$ cat src/rtl/aes_ks_pkg.sv
// Shared types and constants for the AES key-schedule path.
// Used by the round-key buffer and its replay pointer.
package aes_ks_pkg;

    typedef enum logic [1:0] {
        IDLE   = 2'd0,
        LOAD   = 2'd1,
        READY  = 2'd2,
        STREAM = 2'd3
    } ksb_state_e;

    typedef enum logic {
        KSB_FWD = 1'b0,
        KSB_REV = 1'b1
    } ksb_dir_e;

    localparam int AES_MAX_ROUND_KEYS = 15;

endpackage

$ cat src/rtl/ksb_updown_ptr.sv
// Loadable up/down replay pointer with end-of-replay compare.
// The end test comes before any step, so ptr never wraps.
module ksb_updown_ptr
    import aes_ks_pkg::*;
#(
    parameter int PW = 4,
    parameter int CW = 4
) (
    input  logic          clk,
    input  logic          rst,
    input  logic          clear,
    input  logic          load,
    input  ksb_dir_e      load_dir,
    input  logic          step,
    input  logic [CW-1:0] count,
    output logic [PW-1:0] ptr,
    output ksb_dir_e      dir,
    output logic          last
);

    logic [CW-1:0] count_m1;

    assign count_m1 = count - CW'(1);
    assign last     = (dir == KSB_REV) ? (ptr == '0) : (CW'(ptr) == count_m1);

    always_ff @(posedge clk) begin
        if (rst || clear) begin
            ptr <= '0;
            dir <= KSB_FWD;
        end else if (load) begin
            dir <= load_dir;
            ptr <= (load_dir == KSB_REV) ? PW'(count_m1) : '0;
        end else if (step && !last) begin
            ptr <= (dir == KSB_REV) ? ptr - PW'(1) : ptr + PW'(1);
        end
    end

endmodule

$ cat src/rtl/key_schedule_buffer.sv
// Round-key store: loaded once in generation order, replayed forward or
// reverse any number of times until cleared.
module key_schedule_buffer
    import aes_ks_pkg::*;
#(
    parameter int WIDTH = 128,
    parameter int DEPTH = AES_MAX_ROUND_KEYS,
    localparam int CW   = $clog2(DEPTH + 1)
) (
    input  logic             clk,
    input  logic             rst,
    input  logic             clear,
    input  logic             wr_valid,
    output logic             wr_ready,
    input  logic [WIDTH-1:0] wr_data,
    input  logic             wr_last,
    input  logic             start,
    input  logic             dir,
    output logic             rd_valid,
    input  logic             rd_ready,
    output logic [WIDTH-1:0] rd_data,
    output logic             rd_last,
    output logic [CW-1:0]    count,
    output logic             loaded,
    output ksb_state_e       dbg_state
);

    localparam int PW = $clog2(DEPTH);

    // Both ports use valid/ready: a word transfers on a rising clk edge where
    // valid and ready are both high; the offering side holds its data stable
    // until then, and ready never depends combinationally on valid.

    ksb_state_e       state, state_d;
    logic [CW-1:0]    count_d;
    logic [WIDTH-1:0] mem [DEPTH];
    logic [PW-1:0]    ptr;
    logic [PW-1:0]    wr_idx;
    ksb_dir_e         cur_dir;
    logic             ptr_last;
    logic             wr_en;
    logic             ptr_load;
    logic             wr_fire;
    logic             rd_fire;

    assign wr_ready  = (state == IDLE) || (state == LOAD);
    assign wr_fire   = wr_valid && wr_ready;
    assign rd_valid  = (state == STREAM);
    assign rd_fire   = rd_valid && rd_ready;
    assign rd_last   = rd_valid && ptr_last;
    assign rd_data   = rd_valid ? mem[ptr] : '0;
    assign loaded    = (state == READY);
    assign dbg_state = state;
    assign wr_idx    = (state == IDLE) ? '0 : PW'(count);

    always_comb begin
        state_d  = state;
        count_d  = count;
        wr_en    = 1'b0;
        ptr_load = 1'b0;
        case (state)
            IDLE: begin
                if (wr_fire) begin
                    wr_en   = 1'b1;
                    count_d = CW'(1);
                    state_d = wr_last ? READY : LOAD;
                end
            end
            LOAD: begin
                if (wr_fire) begin
                    wr_en   = 1'b1;
                    count_d = count + CW'(1);
                    // Hitting DEPTH without wr_last silently truncates the schedule.
                    if (wr_last || (count_d == CW'(DEPTH))) begin
                        state_d = READY;
                    end
                end
            end
            READY: begin
                if (start) begin
                    ptr_load = 1'b1;
                    state_d  = STREAM;
                end
            end
            STREAM: begin
                if (rd_fire && ptr_last) begin
                    state_d = READY;
                end
            end
            default: state_d = IDLE;
        endcase
        if (clear) begin
            state_d  = IDLE;
            count_d  = '0;
            wr_en    = 1'b0;
            ptr_load = 1'b0;
        end
    end

    always_ff @(posedge clk) begin
        if (rst) begin
            state <= IDLE;
            count <= '0;
        end else begin
            state <= state_d;
            count <= count_d;
        end
    end

    // Clear leaves the array contents alone; only reset zeroes it.
    always_ff @(posedge clk) begin
        if (rst) begin
            for (int i = 0; i < DEPTH; i++) begin
                mem[i] <= '0;
            end
        end else if (wr_en) begin
            mem[wr_idx] <= wr_data;
        end
    end

    ksb_updown_ptr #(
        .PW(PW),
        .CW(CW)
    ) u_ptr (
        .clk     (clk),
        .rst     (rst),
        .clear   (clear),
        .load    (ptr_load),
        .load_dir(ksb_dir_e'(dir)),
        .step    (rd_fire && !clear),
        .count   (count),
        .ptr     (ptr),
        .dir     (cur_dir),
        .last    (ptr_last)
    );

endmodule

$ cat config.mk
export PLATFORM = sky130hd
export DESIGN_NAME = key_schedule_buffer
export DESIGN_NICKNAME = d
export VERILOG_FILES = /design/src/rtl/aes_ks_pkg.sv /design/src/rtl/ksb_updown_ptr.sv /design/src/rtl/key_schedule_buffer.sv
export SDC_FILE = /design/constraint.sdc
export NUM_CORES = 2
export LEC_CHECK = 0
export BUFFER_PORTS_ARGS = -buffer_cell sky130_fd_sc_hd__buf_2
export CAP_MARGIN = 0
export CORE_MARGIN = 4
export CORE_UTILIZATION = 40
export DETAILED_ROUTE_END_ITERATION = 12
export GPL_ROUTABILITY_DRIVEN = 1
export RECOVER_POWER = 50
export SLEW_MARGIN = 20
export SYNTH_ARGS = -nofsm -noshare
export SYNTH_HDL_FRONTEND = slang
export SYNTH_SLANG_ARGS = --single-unit
$ cat constraint.sdc
create_clock -name clk -period 21.1 [get_ports clk]
set_input_delay 6.33 -clock clk [delete_from_list [all_inputs] [get_ports clk]]
set_output_delay 6.33 -clock clk [all_outputs]
set_load 0.01 [all_outputs]
==> key figures <==
Status
  – Status: complete, but fails checks
  – Failing checks: capacitance limit, slew limit

Layout
  – Multi-input combinational cell area: 28160 µm²
  – Synth-to-Final Area Change: 11.35%
  – Share of layout cells above drive strength 1: 0.2099
  – Final Util: 0.4492
  – Non-Filler Instances: 8666
  – Leading cell type in the layout, fill and taps excluded: edfxtp_1
  – # fillers: 19630
  – Commonest cells after routing, fill and taps aside: edfxtp_1, and2_1, mux4_2
  – Final nets: 5602
  – Post-route cell area: 102500 µm²
  – Reg area: 61810 µm²

Worst setup path
  – Buf/Inv on CP: 3
  – Nature of the critical path endpoint: flop
  – Arr. time, crit path: 16500 ps
  – WP data required: 21320 ps
  – Crit path max fanout: 85
  – Crit path cell chain: clkbuf_1 -> nor2_1 -> nand3_1 -> nor3_1 -> clkbuf_1 -> clkbuf_1
  – Worst path slowest cell: clkbuf_1
  – Crit path max-delay family: buffers and inverters
  – CP startpoint kind: input port
  – CP peak stage delay: 5620 ps
  – Most common cell on crit path: clkbuf_1
  – WS Path Type: input port to flop

CTS
  – Worst-path clk slew: 60 ps
  – Post_cts resized: 0
  – Cts bufs inserted: 213
  – CTS sink cnt: 2063
  – Root Buffer: clkbuf_16
  – Longest Clk Path Bufs: 3
  – Cts hold-fix bufs: 0
  – TritonCTS clock tree: built
  – Worst skew pair latency: 850 ps
  – H-tree Lvls: 4
  – Post-CTS setup buffer count: 0

STA
  – Setup WS post-layout: 4819 ps
  – Worst-Margin Slew: 10310 ps
  – Hold_ws: 574.6 ps
  – Fin. Hold Viols: 0
  – TNS Setup: 0 ps
  – Period utilisation layout: 0.7716
  – Max Transition Viols Final: 1347
  – Worst Skew: 36.62 ps
  – Final setup violation count: 0
  – Min Tclk post-route: 16280 ps
  – Max-slew headroom: -5.871
  – RSZ-0062 raised after global routing: false
  – Max Fclk: 61.42 MHz

Power
  – Leakage power: 34.66 nW
  – Power per cell area: 84.99 nW/µm²
  – Worst VDD drop: 79.12 µV
  – Final Power: 8.710 mW

Yosys
  – Net Count, Synth: 5534
  – Gate count of the mapped netlist: 5392
  – Top-area cell type share of the netlist area: 0.6682
  – Post-synth top flop: edfxtp_1
  – #FFs+latches synth: 2063
  – Total number of yosys warnings: 0
  – Ys async rst share: 0
  – Syn avg cell area: 17.07 µm²
  – Post-Synthesis Cell Area: 92040 µm²
  – EDFF count, synth: 2048
  – Sequential-to-total area share from yosys stat: 0.6715
  – Synth cell types: 49
  – Synth area leader: edfxtp_1
  – Top cells by area, synth: edfxtp_1, mux4_2, and2_1

Global route
  – Global Route Usage Sum: 0.2222
  – Initial antenna violation count: 70
  – Overflow after GRT: 0
  – Vias in the first global route: 50480
  – Largest net degree at the start of global routing: 130
  – First-pass GRT wire length: 377800 µm

Floorplan
  – Vert. Die Dim: 487.7 µm
  – Die width: 487.7 µm
  – Full die area: 237800 µm²
  – Cell Rows: 175
  – Initial core utilization: 0.4034
  – Core ar.: 228200 µm²
  – Ports: 274

Drt
  – Antenna-violating nets left: 0
  – Drt drc: 0
  – Total Wirelength: 262100 µm
  – Drt pass-1 iters: 6
  – Via Count: 48270
  – Starting DRT DRC Count: 6281
  – Post-DR vias/cell: 5.570
  – WL per Instance: 30.24 µm

Place
  – Number of I/O port buffers: 273
  – Post-DP Area: 96090 µm²
  – Routability cong.: 0.7346
  – Placed Cells incl. Taps: 8253
  – DP HPWL: 127500 µm
  – Pre-CTS setup slack: 9313 ps

Flow run
  – Max-Cap Viols: 27

Min path
  – HP Class: flop to flop
[synthesized netlist by cell type, types with 5 or more instances]
| library cell | n |
|---|---|
| a21oi_1 | 10 |
| and2_1 | 2014 |
| and2_2 | 36 |
| buf_1 | 17 |
| buf_2 | 61 |
| clkbuf_1 | 386 |
| clkbuf_2 | 35 |
| dfxtp_1 | 15 |
| edfxtp_1 | 2048 |
| ha_1 | 5 |
| inv_1 | 6 |
| mux4_2 | 640 |
| nand2_1 | 9 |
| nand3_1 | 8 |
| nor2_1 | 15 |
| nor3_1 | 8 |
| o21ai_0 | 7 |
| or2_2 | 15 |
[final timing paths]
path / endpoint / cells past startpoint / slack (ps) / start
worst max register to register: mem[15][68] / 5 / 10370 / dbg_state[1]
worst max-delay path: mem[15][68] / 6 / 4820 / rst
worst min register to register: u_ptr.dir / 2 / 570 / u_ptr.dir
worst min-delay path: u_ptr.dir / 2 / 570 / u_ptr.dir
[logic make-up (layout without fill, tap and decap cells)]
group,count (synthesis),after routing,share of synthesized area
buffers and inverters,510,754,0.02243
muxes,640,640,0.1566
adders and majority gates,6,6,0.0008972
DFF,2063,2063,0.6715
xor gates and xnor gates,10,10,0.001264
and+or+nand+nor,2132,2132,0.1452
AOI/OAI and AO/OA,31,31,0.002161
other,0,21,0
[where the power goes]
part | leakage [nW] | total [mW] | switching, mW | internal (mW)
sequential | 20.7 | 4.69 | 0.0408 | 4.65
combinational | 10.6 | 0.336 | 0.231 | 0.105
clock | 3.28 | 3.69 | 1.61 | 2.08
[sequential cells by signal (all words and copies together), names as in the netlist, named ones only]
| register | flops |
|---|---|
| u_ptr.ptr | 4 |
| dbg_state | 2 |
| mem | 2048 |
| u_ptr.dir | 1 |
| count | 4 |
[worst min-delay path, cell delays in order, from the launching register on]
cell	delay, ps
dfxtp_1	380
nand2_1	90
a21oi_1	60
[layer usage]
metal | routed length, µm | global-route usage
met2 | 122900 | 0.3483
met3 | 23160 | 0.04713
met4 | 5333 | 0.04926
met5 | 198 | 0
met1 | 110500 | 0.3208
[layout make-up]
cell class	instances	area share
diodes	21	0.0005128
clock buffers	268	0.05402
clock inverters	123	0.01170
inverters	6	0.0002198
multi-input cells	2819	0.2748
flip-flops and latches	2063	0.6031
well taps	3009	0.03674
repair buffers	357	0.01891
Power figures use the tool's default switching activity.
